==> src/rtl/cla_pkg.sv <==
// cla_pkg
//   Shared definitions for the pipelined carry-lookahead adder/subtractor.
//   - GROUP_W     : width of one lookahead group (4 bits).
//   - alu_flags_t : status flags {ovf, zero, neg} for branch evaluation.
//   - cla_cfg_ok  : elaboration-time legality check of WIDTH/STAGES.
package cla_pkg;

  localparam int GROUP_W = 4;

  typedef struct packed {
    logic ovf;
    logic zero;
    logic neg;
  } alu_flags_t;

  // WIDTH must split into whole 4-bit groups, and the groups must divide
  // evenly across the pipeline stages.
  function automatic bit cla_cfg_ok(input int width, input int stages);
    return (width > 0) && (stages > 0) &&
           ((width % GROUP_W) == 0) &&
           (((width / GROUP_W) % stages) == 0);
  endfunction

endpackage

==> src/rtl/cla_group4.sv <==
// cla_group4
//   4-bit carry-lookahead adder group. All internal carries are formed in
//   two-level sum-of-products form from bit propagate/generate.
//   Ports:
//     a_i, b_i [3:0] : operand bits of this group
//     cin_i          : carry into the group
//     sum_o   [3:0]  : sum bits
//     p_o            : group propagate (carry-in passes straight through)
//     g_o            : group generate (group produces a carry by itself)
module cla_group4
  import cla_pkg::*;
(
  input  logic [GROUP_W-1:0] a_i,
  input  logic [GROUP_W-1:0] b_i,
  input  logic               cin_i,
  output logic [GROUP_W-1:0] sum_o,
  output logic               p_o,
  output logic               g_o
);

  logic [GROUP_W-1:0] p_s;
  logic [GROUP_W-1:0] g_s;
  logic [GROUP_W-1:0] c_s;

  assign p_s = a_i ^ b_i;
  assign g_s = a_i & b_i;

  assign c_s[0] = cin_i;
  assign c_s[1] = g_s[0] | (p_s[0] & cin_i);
  assign c_s[2] = g_s[1] | (p_s[1] & g_s[0]) | (p_s[1] & p_s[0] & cin_i);
  assign c_s[3] = g_s[2] | (p_s[2] & g_s[1]) | (p_s[2] & p_s[1] & g_s[0]) |
                  (p_s[2] & p_s[1] & p_s[0] & cin_i);

  assign sum_o = p_s ^ c_s;

  // Group P/G are independent of cin_i so the stage lookahead unit has no
  // dependency back through the groups.
  assign p_o = &p_s;
  assign g_o = g_s[3] | (p_s[3] & g_s[2]) | (p_s[3] & p_s[2] & g_s[1]) |
               (p_s[3] & p_s[2] & p_s[1] & g_s[0]);

endmodule

==> src/rtl/cla_pipe_addsub.sv <==
// cla_pipe_addsub
//   Pipelined carry-lookahead adder/subtractor. WIDTH bits are split into
//   STAGES slices of SW = WIDTH/STAGES bits; each stage adds one slice with
//   SW/4 lookahead groups and a two-level lookahead carry unit, and passes
//   its carry-out to the next stage through a register. Operand bits of the
//   slices still to be added are skewed forward alongside the finished low
//   sum bits. Valid/ready handshake on both sides; one beat per cycle.
//   Optional feature macro: CLA_PIPE_FLAGS_EN builds the ovf/zero/neg flags;
//   without it those outputs are tied to 0.
//   Ports:
//     clk, rst_n          : clock, synchronous active-low reset
//     in_valid, in_ready  : input handshake (in_ready = stage 0 can advance)
//     a, b, sub, c_in     : operands, 1 = subtract, carry/borrow-in
//     out_valid, out_ready: output handshake
//     sum, c_out          : result and carry out of the MSB
//     ovf, zero, neg      : signed overflow, sum == 0, sum MSB
module cla_pipe_addsub
  import cla_pkg::*;
#(
  parameter int WIDTH  = 32,
  parameter int STAGES = 2
) (
  input  logic             clk,
  input  logic             rst_n,
  input  logic             in_valid,
  output logic             in_ready,
  input  logic [WIDTH-1:0] a,
  input  logic [WIDTH-1:0] b,
  input  logic             sub,
  input  logic             c_in,
  output logic             out_valid,
  input  logic             out_ready,
  output logic [WIDTH-1:0] sum,
  output logic             c_out,
  output logic             ovf,
  output logic             zero,
  output logic             neg
);

  localparam int SW = WIDTH / STAGES;
  localparam int NG = SW / GROUP_W;

  if (!cla_cfg_ok(WIDTH, STAGES)) begin : g_cfg_err
    $error("cla_pipe_addsub: WIDTH must be a multiple of 4 and WIDTH/4 divisible by STAGES");
  end

  for (genvar k = 0; k < STAGES; k++) begin : g_stage
    localparam int REM_IN = WIDTH - k * SW;   // operand bits arriving here
    localparam int DONE_W = (k + 1) * SW;     // sum bits finished after here

    logic [REM_IN-1:0] up_a_s;
    logic [REM_IN-1:0] up_b_s;
    logic              up_cin_s;
    logic              up_vld_s;
    logic              en_s;
    logic              dn_en_s;
    logic [SW-1:0]     ssum_s;
    logic [NG:0]       gc_s;
    logic [NG-1:0]     gp_s;
    logic [NG-1:0]     gg_s;
    logic [DONE_W-1:0] sum_lo_d;
    logic [DONE_W-1:0] sum_lo_q;
    logic              cy_q;
    logic              valid_q;

    // Stage inputs: ports for stage 0, previous stage registers otherwise.
    // Subtraction inverts B and the carry-in at the entry only.
    if (k == 0) begin : g_src
      assign up_a_s   = a;
      assign up_b_s   = b ^ {WIDTH{sub}};
      assign up_cin_s = c_in ^ sub;
      assign up_vld_s = in_valid;
      assign sum_lo_d = ssum_s;
    end else begin : g_src
      assign up_a_s   = g_stage[k-1].g_fwd.a_rem_q;
      assign up_b_s   = g_stage[k-1].g_fwd.b_rem_q;
      assign up_cin_s = g_stage[k-1].cy_q;
      assign up_vld_s = g_stage[k-1].valid_q;
      assign sum_lo_d = {ssum_s, g_stage[k-1].sum_lo_q};
    end

    // A stage may load when it is empty or the stage after it moves on.
    if (k == STAGES - 1) begin : g_dn
      assign dn_en_s = out_ready;
    end else begin : g_dn
      assign dn_en_s = g_stage[k+1].en_s;
    end
    assign en_s = !valid_q || dn_en_s;

    for (genvar j = 0; j < NG; j++) begin : g_grp
      cla_group4 u_grp (
        .a_i   (up_a_s[j*GROUP_W +: GROUP_W]),
        .b_i   (up_b_s[j*GROUP_W +: GROUP_W]),
        .cin_i (gc_s[j]),
        .sum_o (ssum_s[j*GROUP_W +: GROUP_W]),
        .p_o   (gp_s[j]),
        .g_o   (gg_s[j])
      );
    end

    // Lookahead carry unit: each group carry is an independent OR of
    // generate terms gated by the propagates above them, so no carry ripples
    // from one group to the next.
    always_comb begin
      logic cy_s;
      logic term_s;
      gc_s = {(NG + 1){1'b0}};
      for (int j = 0; j <= NG; j++) begin
        cy_s = up_cin_s;
        for (int m = 0; m < j; m++) begin
          cy_s = cy_s & gp_s[m];
        end
        for (int i = 0; i < j; i++) begin
          term_s = gg_s[i];
          for (int m = i + 1; m < j; m++) begin
            term_s = term_s & gp_s[m];
          end
          cy_s = cy_s | term_s;
        end
        gc_s[j] = cy_s;
      end
    end

    // Stage valid bit, finished sum bits and slice carry-out.
    always_ff @(posedge clk) begin
      if (!rst_n) begin
        valid_q  <= 1'b0;
        cy_q     <= 1'b0;
        sum_lo_q <= {DONE_W{1'b0}};
      end else if (en_s) begin
        valid_q <= up_vld_s;
        if (up_vld_s) begin
          cy_q     <= gc_s[NG];
          sum_lo_q <= sum_lo_d;
        end
      end
    end

    if (k < STAGES - 1) begin : g_fwd
      localparam int REM_OUT = REM_IN - SW;
      logic [REM_OUT-1:0] a_rem_q;
      logic [REM_OUT-1:0] b_rem_q;

      // Skew operand bits of the higher slices forward to later stages.
      always_ff @(posedge clk) begin
        if (!rst_n) begin
          a_rem_q <= {REM_OUT{1'b0}};
          b_rem_q <= {REM_OUT{1'b0}};
        end else if (en_s && up_vld_s) begin
          a_rem_q <= up_a_s[REM_IN-1:SW];
          b_rem_q <= up_b_s[REM_IN-1:SW];
        end
      end
    end
  end

  assign in_ready  = g_stage[0].en_s;
  assign out_valid = g_stage[STAGES-1].valid_q;
  assign sum       = g_stage[STAGES-1].sum_lo_q;
  assign c_out     = g_stage[STAGES-1].cy_q;

`ifdef CLA_PIPE_FLAGS_EN
  alu_flags_t flags_d;
  alu_flags_t flags_q;

  // Flags from the last stage result; the carry into the MSB is recovered
  // as sum ^ a ^ effB at that bit.
  always_comb begin
    logic msb_cin_s;
    msb_cin_s = g_stage[STAGES-1].ssum_s[SW-1] ^
                g_stage[STAGES-1].up_a_s[SW-1] ^
                g_stage[STAGES-1].up_b_s[SW-1];
    flags_d.ovf  = msb_cin_s ^ g_stage[STAGES-1].gc_s[NG];
    flags_d.zero = (g_stage[STAGES-1].sum_lo_d == {WIDTH{1'b0}});
    flags_d.neg  = g_stage[STAGES-1].sum_lo_d[WIDTH-1];
  end

  // Flags load together with the last stage data registers.
  always_ff @(posedge clk) begin
    if (!rst_n) begin
      flags_q <= alu_flags_t'(3'b000);
    end else if (g_stage[STAGES-1].en_s && g_stage[STAGES-1].up_vld_s) begin
      flags_q <= flags_d;
    end
  end

  assign ovf  = flags_q.ovf;
  assign zero = flags_q.zero;
  assign neg  = flags_q.neg;
`else
  assign ovf  = 1'b0;
  assign zero = 1'b0;
  assign neg  = 1'b0;
`endif

endmodule

==> config.mk <==
export PLATFORM = sky130hd
export DESIGN_NAME = cla_pipe_addsub
export DESIGN_NICKNAME = d
export VERILOG_FILES = /design/src/rtl/cla_pkg.sv /design/src/rtl/cla_group4.sv /design/src/rtl/cla_pipe_addsub.sv
export SDC_FILE = /design/constraint.sdc
export NUM_CORES = 1
export LEC_CHECK = 0
export BUFFER_PORTS_ARGS = -buffer_cell sky130_fd_sc_hd__buf_4
export CORE_ASPECT_RATIO = 2
export CORE_MARGIN = 3
export CORE_UTILIZATION = 30
export CTS_BUF_LIST = sky130_fd_sc_hd__clkbuf_8
export DETAILED_ROUTE_END_ITERATION = 10
export GPL_TIMING_DRIVEN = 0
export SLEW_MARGIN = 20
export SYNTH_ARGS = -nofsm -noshare
export SYNTH_HDL_FRONTEND = slang
export SYNTH_SLANG_ARGS = --single-unit
==> constraint.sdc <==
create_clock -name clk -period 3.5 [get_ports clk]
set_input_delay 0.35 -clock clk [delete_from_list [all_inputs] [get_ports clk]]
set_output_delay 0.35 -clock clk [all_outputs]
set_load 0.05 [all_outputs]
==> impl_metrics.py <==
metrics = {
    "outcome": {
        "outcome": "completed",
    },
    "pwr": {
        "leakagePower_nw": 2.45,
        "power_density_nw_per_um2": 435,
        "vdd_ir_drop_max_mv": 0.149,
    },
    "sta": {
        "slew_headroom_pct": 49.7,
        "hold_viol": 0,
        "finalSetupViolations": 0,
        "period_needed_ns": 2.99,
        "period_share_pct": 85.5,
        "skew_ns": 0.00736,
        "fmax_mhz": 334,
        "finalMaxSlewViolations": 0,
        "setup_tns_ns": 0,
        "tightest_slew_ns": 0.754,
        "rsz0062_at_grt": "false",
    },
    "grt": {
        "grt_pass1_wl_um": 21400,
        "grt_use_total_pct": 16.3,
        "overflow": 0,
        "grt_pass1_vias": 4369,
        "grt_max_degree": 16,
        "antenna_found_initial": 0,
    },
    "final_layout": {
        "antennaDiodeCount": 0,
        "drive_above_1_share_pct": 19.5,
        "nets": 774,
        "final_cell_mix": "105 x nand2_1, 105 x buf_4, 84 x dfxtp_1, 63 x a21oi_1, 37 x nor2_1",
        "synthToLayoutAreaGrowth_pct": 27.0,
        "finalNonFillerCells": 863,
        "fillers": 1551,
    },
    "routing": {
        "vias_per_cell": 4.86,
        "drt_pass1_iterations": 4,
        "totalWireLength_um": 13500,
        "drcViolationCount": 0,
        "first_iter_violations": 194,
        "wl_per_cell_um": 15.6,
        "num_vias": 4192,
        "antenna_left": 0,
    },
    "worst_setup_path": {
        "critPathCaptureType": "flop",
        "start_kind": "primary input",
        "critPathMaxFanout": 15,
        "cp_top_family": "compound AO/OA/AOI/OAI gates",
        "critical_path_buf_inv_count": 2,
        "critical_path_required_ns": 3.78,
        "crit_path_top_delay_cell": "fa_1",
        "crit_type": "in2reg",
        "cp_data_arrival_time_ns": 3.27,
        "critPathMaxStageDelay_ns": 0.45,
        "path_cells": "buf_6 -> buf_2 -> xor2_1 -> ha_1 -> and3_1 -> o2bb2ai_2 -> o31a_1 -> o21ai_0 -> nand2b_1 -> a21oi_1 -> fa_1 -> a211oi_1",
    },
    "run": {
        "cap_violations": 0,
    },
    "yosys": {
        "synthesis.instances": 550,
        "syn-cell-area_sq_um": 4580,
        "synthDistinctLibCells": 48,
        "synth_ff_type": "dfxtp_1",
        "synth-edff-count": 0,
        "synth-seq-area-share_pct": 36.7,
        "yosys_warnings": 0,
        "synth_seq_cells": 84,
        "synth.avg_cell_area_sq_um": 8.33,
        "async_flop_share_pct": 0,
    },
    "clock_tree": {
        "path_clk_slew_ns": 0.08,
        "h-tree-depth": 3,
        "cts_root_buf": "clkbuf_8",
        "cts.path.max_buffers": 2,
        "cts_buffers": 9,
        "post_cts_buffers": 0,
        "worstSkewPairLatency_ns": 0.36,
        "cts.sinks": 84,
        "cts_tree": "built",
    },
    "place": {
        "gp_congestion": 0.880,
        "port_buffers": 102,
        "dp_hpwl_um": 11100,
        "place_inst": 849,
    },
    "min_path": {
        "hp-class": "in2reg",
    },
    "die": {
        "die_x_um": 93.4,
        "io_pins": 108,
        "die_h_um": 181,
        "core_area_sq_um": 14900,
        "rows": 63,
        "start_util_pct": 30.7,
        "die-area_sq_um": 16900,
    },
}
[sequential cells by signal, summed over array words and instances (netlist names)]
signal / cells
c_out: 1
g_stage.g_fwd.b_rem_q: 16
out_valid: 1
g_stage.sum_lo_q: 16
g_stage.cy_q: 1
g_stage.valid_q: 1
sum: 32
g_stage.g_fwd.a_rem_q: 16
[worst paths after layout]
| check | from | end | slack (ns) | cells after the start |
|---|---|---|---|---|
| max | sub | g_stage[0].sum_lo_q[12]$_SDFFE_PN0P_ | 0.51 | 12 |
| min | in_valid | g_stage[0].valid_q$_SDFFE_PN0N_ | 0.21 | 3 |
| max reg2reg | g_stage[0].g_fwd.a_rem_q[2]$_SDFFE_PN0P_ | sum[25]$_SDFFE_PN0P_ | 1.00 | 9 |
| min reg2reg | sum[15]$_SDFFE_PN0P_ | sum[15]$_SDFFE_PN0P_ | 0.46 | 2 |
[synth_stat cells (2+ instances only)]
library cell,count,area [sq um]
nand2b_1,5,31.3
clkbuf_1,23,86.3
nor2b_1,4,25.0
dfxtp_1,84,1680
a21o_1,4,30.0
xor2_1,20,175
fa_1,8,160
and2_1,5,31.3
o211ai_1,8,60.1
or3_1,6,37.5
buf_1,6,22.5
o21ai_0,17,85.1
xnor2_1,29,254
nor3b_1,2,15.0
nand3_1,11,55.1
and3_1,2,12.5
nand2_1,105,394
ha_1,32,400
or2_2,3,18.8
a21oi_1,63,315
buf_4,3,22.5
nor2_1,37,139
nand4b_1,3,26.3
a31oi_1,3,18.8
a21boi_0,2,15.0
a211oi_1,27,203
nor3_1,3,15.0
inv_1,12,45.0
o21a_1,3,22.5
mux2_2,2,22.5
[final cells by class]
| class | count | area (sq um) | area share (%) |
|---|---|---|---|
| plain buffers | 33 | 144 | 2.47 |
| repair buffers | 102 | 766 | 13.2 |
| multi-input cells | 422 | 2710 | 46.6 |
| clock inverters | 4 | 72.6 | 1.25 |
| inverters | 12 | 45.0 | 0.774 |
| clock buffers | 11 | 151 | 2.60 |
| well taps | 195 | 244 | 4.19 |
| flip-flops and latches | 84 | 1680 | 28.9 |
[what timing repair did]
action | CTS | global route
hold buffers | 0 | 0
endpoints found under the setup margin | 2 | 0
resized for setup | 0 | 0
[through the flow]
stage / utilization [%] / instance area (sq um) / setup slack [ns] / power (mW) / hold WS, ns
after floorplan: - / 4590 / 0.0272 / 1.55 / 0.432
after global routing: 39.0 / 5820 / 0.298 / 2.66 / 0.222
after global placement: 37.6 / 5600 / -0.511 / 1.76 / 0.442
after detailed placement: 37.6 / 5600 / -0.522 / 1.77 / 0.446
after CTS: 39.0 / 5820 / 0.458 / 2.55 / 0.209
final: 39.0 / 5820 / 0.509 / 2.53 / 0.212
[cells by family after synthesis]
family	count (synthesis)	synth area share [%]
and+or+nand+nor	190	18.1
other	1	0.0819
xor gates and xnor gates	50	9.73
adders and majority gates	40	12.2
buffers and inverters	46	4.21
AOI/OAI and AO/OA	136	18.2
muxes	3	0.710
DFF	84	36.7
[where the power goes]
group | leakage, nW | switching (mW) | internal [mW]
registers | 0.691 | 0.0462 | 1.03
clock network | 0.111 | 0.347 | 0.436
logic | 1.64 | 0.395 | 0.278
total | 2.45 | 0.788 | 1.74
[per-layer routing]
metal  GRT usage (%)  routed length [um]
met5               0                   0
met4            8.28                 487
met3            2.38                 612
met2            30.8                7410
met1            16.8                4970
[worst reg2reg max path, stage by stage, from the launching register on]
cell and delay, ns:
dfxtp_1 0.33, ha_1 0.35, a21o_1 0.19, a21oi_1 0.21, nand3_1 0.16, and2_1 0.22, a21o_1 0.19, fa_1 0.37
xnor2_1 0.16, a211oi_1 0.25
No activity file was read; power rests on OpenSTA's default activity.
